==> src/rtl/wb_trace_buffer.sv <==
// wb_trace_buffer: snoops retiring WB-stage instructions into a circular
// buffer and streams each entry out as three 32-bit words (pc, ir, wdata).
// Capture runs freely once armed, or waits for a PC-match trigger first.
module wb_trace_buffer #(
    parameter int DEPTH = 16,
    parameter int AW    = $clog2(DEPTH)
) (
    input  logic          clk,
    input  logic          rst,
    input  logic          wb_valid,
    input  logic [31:0]   wb_pc,
    input  logic [31:0]   wb_ir,
    input  logic [31:0]   wb_wdata,
    input  logic          arm,
    input  logic          stop,
    input  logic          clear,
    input  logic          trig_en,
    input  logic [31:0]   trig_pc,
    output logic [31:0]   dout,
    output logic          dout_valid,
    input  logic          dout_ready,
    output logic          dout_last,
    output logic [AW:0]   level,
    output logic          overflow,
    output logic [15:0]   drop_cnt,
    output logic [1:0]    state
);

    typedef enum logic [1:0] {
        IDLE    = 2'd0,
        ARMED   = 2'd1,
        CAPTURE = 2'd2
    } state_t;

    localparam logic [AW:0] LEVEL_FULL = (AW+1)'(DEPTH);

    state_t        cur_state;
    logic [AW-1:0] wr_ptr;
    logic [AW-1:0] rd_ptr;
    logic [1:0]    wsel;

    logic [31:0] mem_pc [DEPTH];
    logic [31:0] mem_ir [DEPTH];
    logic [31:0] mem_wd [DEPTH];

    logic capture_cyc;
    logic full;
    logic push;
    logic drop;
    logic hshake;
    logic pop;

    assign state = cur_state;

    // Decide whether this cycle's retirement is recorded; clear and stop
    // both suppress it, and the trigger cycle itself is captured.
    always_comb begin
        capture_cyc = 1'b0;
        if (!clear && !stop && wb_valid) begin
            if (cur_state == CAPTURE)
                capture_cyc = 1'b1;
            else if (cur_state == ARMED && wb_pc == trig_pc)
                capture_cyc = 1'b1;
        end
    end

    // Full is judged on the registered level, so a pop in the same cycle
    // does not make room for the incoming capture.
    assign full = (level == LEVEL_FULL);
    assign push = capture_cyc && !full;
    assign drop = capture_cyc && full;

    // Stream handshake: a word transfers on a cycle where dout_valid and
    // dout_ready are both high; while dout_valid is high and dout_ready is
    // low, dout and dout_last hold (they depend only on registered state),
    // and dout_valid never drops until the word is taken or the buffer is
    // cleared.
    assign dout_valid = (level != '0);
    assign hshake     = dout_valid && dout_ready;
    assign pop        = hshake && (wsel == 2'd2);
    assign dout_last  = dout_valid && (wsel == 2'd2);

    // Word mux for the entry at the read pointer; forced to zero when empty.
    always_comb begin
        dout = 32'h0;
        if (dout_valid) begin
            case (wsel)
                2'd0:    dout = mem_pc[rd_ptr];
                2'd1:    dout = mem_ir[rd_ptr];
                2'd2:    dout = mem_wd[rd_ptr];
                default: dout = 32'h0;
            endcase
        end
    end

    // Entry storage; written only on an accepted push, never reset.
    always_ff @(posedge clk) begin
        if (push) begin
            mem_pc[wr_ptr] <= wb_pc;
            mem_ir[wr_ptr] <= wb_ir;
            mem_wd[wr_ptr] <= wb_wdata;
        end
    end

    // Capture FSM, pointers, word select, level and drop bookkeeping.
    always_ff @(posedge clk) begin
        if (rst || clear) begin
            cur_state <= IDLE;
            wr_ptr    <= '0;
            rd_ptr    <= '0;
            wsel      <= 2'd0;
            level     <= '0;
            overflow  <= 1'b0;
            drop_cnt  <= 16'h0;
        end else begin
            if (stop) begin
                cur_state <= IDLE;
            end else if (arm && cur_state == IDLE) begin
                cur_state <= trig_en ? ARMED : CAPTURE;
            end else if (cur_state == ARMED && capture_cyc) begin
                cur_state <= CAPTURE;
            end

            if (push)
                wr_ptr <= wr_ptr + 1'b1;

            if (hshake) begin
                if (wsel == 2'd2) begin
                    wsel   <= 2'd0;
                    rd_ptr <= rd_ptr + 1'b1;
                end else begin
                    wsel <= wsel + 2'd1;
                end
            end

            case ({push, pop})
                2'b10:   level <= level + 1'b1;
                2'b01:   level <= level - 1'b1;
                default: level <= level;
            endcase

            if (drop) begin
                overflow <= 1'b1;
                if (drop_cnt != 16'hFFFF)
                    drop_cnt <= drop_cnt + 16'h1;
            end
        end
    end

endmodule

==> config.mk <==
export PLATFORM = sky130hd
export DESIGN_NAME = wb_trace_buffer
export DESIGN_NICKNAME = d
export VERILOG_FILES = /design/src/rtl/wb_trace_buffer.sv
export SDC_FILE = /design/constraint.sdc
export NUM_CORES = 1
export LEC_CHECK = 0
export ABC_AREA = 1
export BUFFER_PORTS_ARGS = -buffer_cell sky130_fd_sc_hd__buf_2
export CAP_MARGIN = 20
export CORE_MARGIN = 2
export CORE_UTILIZATION = 25
export DETAILED_ROUTE_END_ITERATION = 12
export PLACE_DENSITY = 0.44
export SLEW_MARGIN = 25
export SYNTH_ARGS = -nofsm -noshare
export SYNTH_HDL_FRONTEND = slang
export SYNTH_SLANG_ARGS = --single-unit
export TNS_END_PERCENT = 50
==> constraint.sdc <==
create_clock -name clk -period 10.19 [get_ports clk]
set_input_delay 0.5095 -clock clk [delete_from_list [all_inputs] [get_ports clk]]
set_output_delay 0.5095 -clock clk [all_outputs]
set_load 0.02 [all_outputs]
==> reports/metrics.cfg <==
[floorplanning]
die_height_um=503.0
die_w_um=503.0
design.core.area_mm2=0.2482
start_util_pct=25.08
row_count=183
top_level_ports=194
die-area_mm2=0.2530

[final_layout]
final_cell_area_mm2=0.07237
register_area_mm2=0.04690
syn2layout_area_growth_pct=16.24
fillCellCount=25140
multi_input_area_mm2=0.01367
layout-drive-gt1-share_pct=10.70
finish.utilization_pct=29.16
nets=4902

[clocking]
insertion_delay_ns=0.82
cts_setup_buffers=0
cts-buffers-inserted=173
cts_sinks=1574
htree_levels=4
post_cts_resized=0
cts_tree=yes
root_buffer=clkbuf_16
path_clk_slew_ns=0.06
cts_buffer_depth=3

[sta]
final.period_utilization_pct=57.20
period_needed_ns=5.828
max_freq_mhz=171.6
setup_viol=0
hold_ws_ns=0.07228
tightest_slew_ns=1.092
clock_skew_ns=0.03376
maxSlewViolCount=0
slew-limit-headroom_pct=27.22
tns_ns=0
rsz0062_at_grt=no
hold_viol_final=0

[critical_path]
slowest_stage=dfxtp_4
path_buf_inv=5
crit_path_end_kind=primary output
worstSetupStartpointType=register
r2r-end=mem_wd[10][22]$_DFFE_PP_
rr_worst_depth=15
crit_arrival_ns=5.32
crit_family=buffers and inverters
slowest_delay_ns=0.87
regToRegSetupSlack_ns=5.21
regToRegStartpoint=state[0]$_SDFFE_PP0P_
worstSetupPathType=reg -> out
cp_data_required_time_ns=9.68
crit_path_max_fanout=166
path_cells=buf_12 > buf_6 > buf_4 > o21ai_0 > o22ai_1 > o211ai_1 > a21oi_1 > o21ai_1 > inv_1 > buf_2

[detailed_routing]
routed_wl_mm=198.2
vias=39120
viasPerCell=4.757
drtIter0Drc=3125
ant_nets=0
wl_per_cell_um=24.11
dr.pass1.iters=5
drc_errors=0

[worst_hold_path]
hold_end=mem_wd[15][31]$_DFFE_PP_
worstHoldStart=wb_wdata[31]
hold_depth=1
hold_class=in -> reg

[synth]
ys_top_cells_by_count=edfxtp_1 (1,536), nor2_1 (839), o21ai_0 (648)
synth_xor_area_share_pct=0.4643
synth_top_family_by_area=compound AO/OA/AOI/OAI gates
synth_fp_nets=4795
synth_compound_area_share_pct=13.38
syn_area_mm2=0.06226
synth_most_common_cell=edfxtp_1
ys_seq_elements=1574
yosysSeqAreaShare_pct=75.31
synth_flop_cell=edfxtp_1
synthTopCellsByArea=edfxtp_1 (74%), o21ai_0 (5.2%), nor2_1 (5.1%), o221ai_1 (3.8%), nand2_1 (1.5%)
synthArstFlopShare_pct=0
ys_warn_count=0
syn_inst=4649
synth-simple-area-share_pct=7.659
synth_area_leader_cell=edfxtp_1
synth.top_cell.area_share_pct=74.09
yosys.area_share.adder_pct=0.2010
syn_avg_cell_area_um2=13.39
synth_edf_count=1536
synthMuxAreaShare_pct=0
synthDistinctLibCells=31

[global_routing]
grt_pass1_vias=38400
gr-usage-all-layers_pct=15.34
antenna_found_initial=42
grt-ovfl-total=0
grt_pass1_wl_mm=283.0
grt_start_max_net_pins=167

[place]
portBuffers=193
dpl_cell_area_mm2=0.06686
hpwlAfterDp_mm=103.4
gp_congestion=0.7436

[power_and_ir_drop]
power.leakage_nw=23.07
clockPowerShare_pct=45.5
p_seq_share_pct=53.1
power.total_mw=13.36
power-per-cell-area_mw_per_mm2=184.6
p_sw_share_pct=20.35
combPwrFrac_pct=1.3
irDropWorstVdd_v=0.0001859
intPower_mw=10.64
switchingPower_mw=2.718

[status]
status=complete, no violations

[run]
max-cap-violations=0

[sequential cells by signal, summed over array words and instances (netlist names), named ones only]
name / flops
level: 5
drop_cnt: 16
wr_ptr: 4
wsel: 2
mem_pc: 512
mem_wd: 512
overflow: 1
mem_ir: 512
rd_ptr: 4
state: 2
[per-stage QoR]
step | setup WS, ns | std cells
2_1_floorplan | 3.944 | 4649
3_3_place_gp | 4.226 | 7903
3_5_place_dp | 4.205 | 7904
4_1_cts | 3.888 | 8217
5_1_grt | 3.939 | 8219
6_report | 4.362 | 8222
[final cells by class]
type | instances | share of cell area [%]
clock buffers | 227 | 6.319
clock inverters | 80 | 1.146
flip-flops and latches | 1574 | 64.81
multi-input cells | 2628 | 18.89
repair buffers | 268 | 2.459
diodes | 4 | 0.01383
well taps | 3330 | 5.757
inverters | 111 | 0.6103
[cell families after synthesis]
group	count (synthesis)
and+or+nand+nor	1216
buffers and inverters	447
adders and majority gates	10
DFF	1574
xor gates and xnor gates	33
AOI/OAI and AO/OA	1369
[worst register-to-register path: stages, from the launching register on]
cell	delay (ns)
dfxtp_1	0.38
inv_1	0.08
nor2_1	0.09
buf_4	0.21
nand2_1	0.09
nor2_1	0.08
nand3_1	0.21
nor2_1	0.33
nand3_1	0.40
nand2_2	0.42
nand3_2	0.22
inv_1	0.29
nand2_2	0.22
nor2_4	0.13
buf_4	0.72
buf_4	0.67
[how the worst max path moves through the flow]
stage                          endpoint  cells past startpoint  slack [ns]
2_1_floorplan    mem_ir[0][0]$_DFFE_PP_                      5        3.94
3_3_place_gp    mem_pc[8][10]$_DFFE_PP_                     11        4.23
3_5_place_dp   mem_wd[10][24]$_DFFE_PP_                     12        4.20
4_1_cts                         dout[0]                     10        3.89
5_1_grt                         dout[0]                     10        3.94
6_report                        dout[0]                     10        4.36
[repair_timing]
item / CTS / global route
hold buffers: 6 / 0
setup endpoints to repair: 0 / 0
endpoints found under the hold margin: 3 / 0
[routing by layer]
| layer | routed length [µm] | track usage, % | vias up |
|---|---|---|---|
| li1 | - | - | 17790 |
| met5 | 187 | 0 | - |
| met2 | 92780 | 24.75 | 999 |
| met1 | 89420 | 20.88 | 20000 |
| met3 | 10760 | 3.049 | 297 |
| met4 | 5095 | 4.314 | 30 |
[power by group through the flow]
stage	registers, mW	clock network (mW)	logic [mW]
6_report	7.10	6.08	0.178
5_1_grt	7.09	6.46	0.195
3_3_place_gp	7.23	0	0.178
2_1_floorplan	7.24	0	0.0237
3_5_place_dp	7.23	0	0.180
4_1_cts	7.10	6.23	0.182
[layout by cell type, fill, tap and decap left out, types with 3 or more instances in the layout]
cell type      synthesis  layout
o221ai_1             272     272
nand3_1               94      94
clkinv_1               1      31
o21ai_0              648     648
clkbuf_16              0     174
buf_2                108     193
xor2_1                11      11
dlygate4sd3_1          0       6
clkbuf_1             212      51
inv_1                108     106
xnor2_1               22      20
o22ai_1              113     113
clkinv_2               0      20
buf_12                 0      15
inv_6                  0       9
dfxtp_4                0       4
edfxtp_1            1536    1536
a21oi_1               50      50
diode_2                0       4
nor2_4                 0      18
nor3_1                 3       3
o21bai_1              12      12
nor2_1               839     821
nand4_1               23      23
dfxtp_1               38      34
o21ai_1              160     160
ha_1                  10      10
nand2_1              249     249
o211ai_1             113     113
bufinv_16              0      14
clkinv_8               0       4
buf_4                  6      50
nand2_2                5       5
Power figures use the tool's default switching activity.
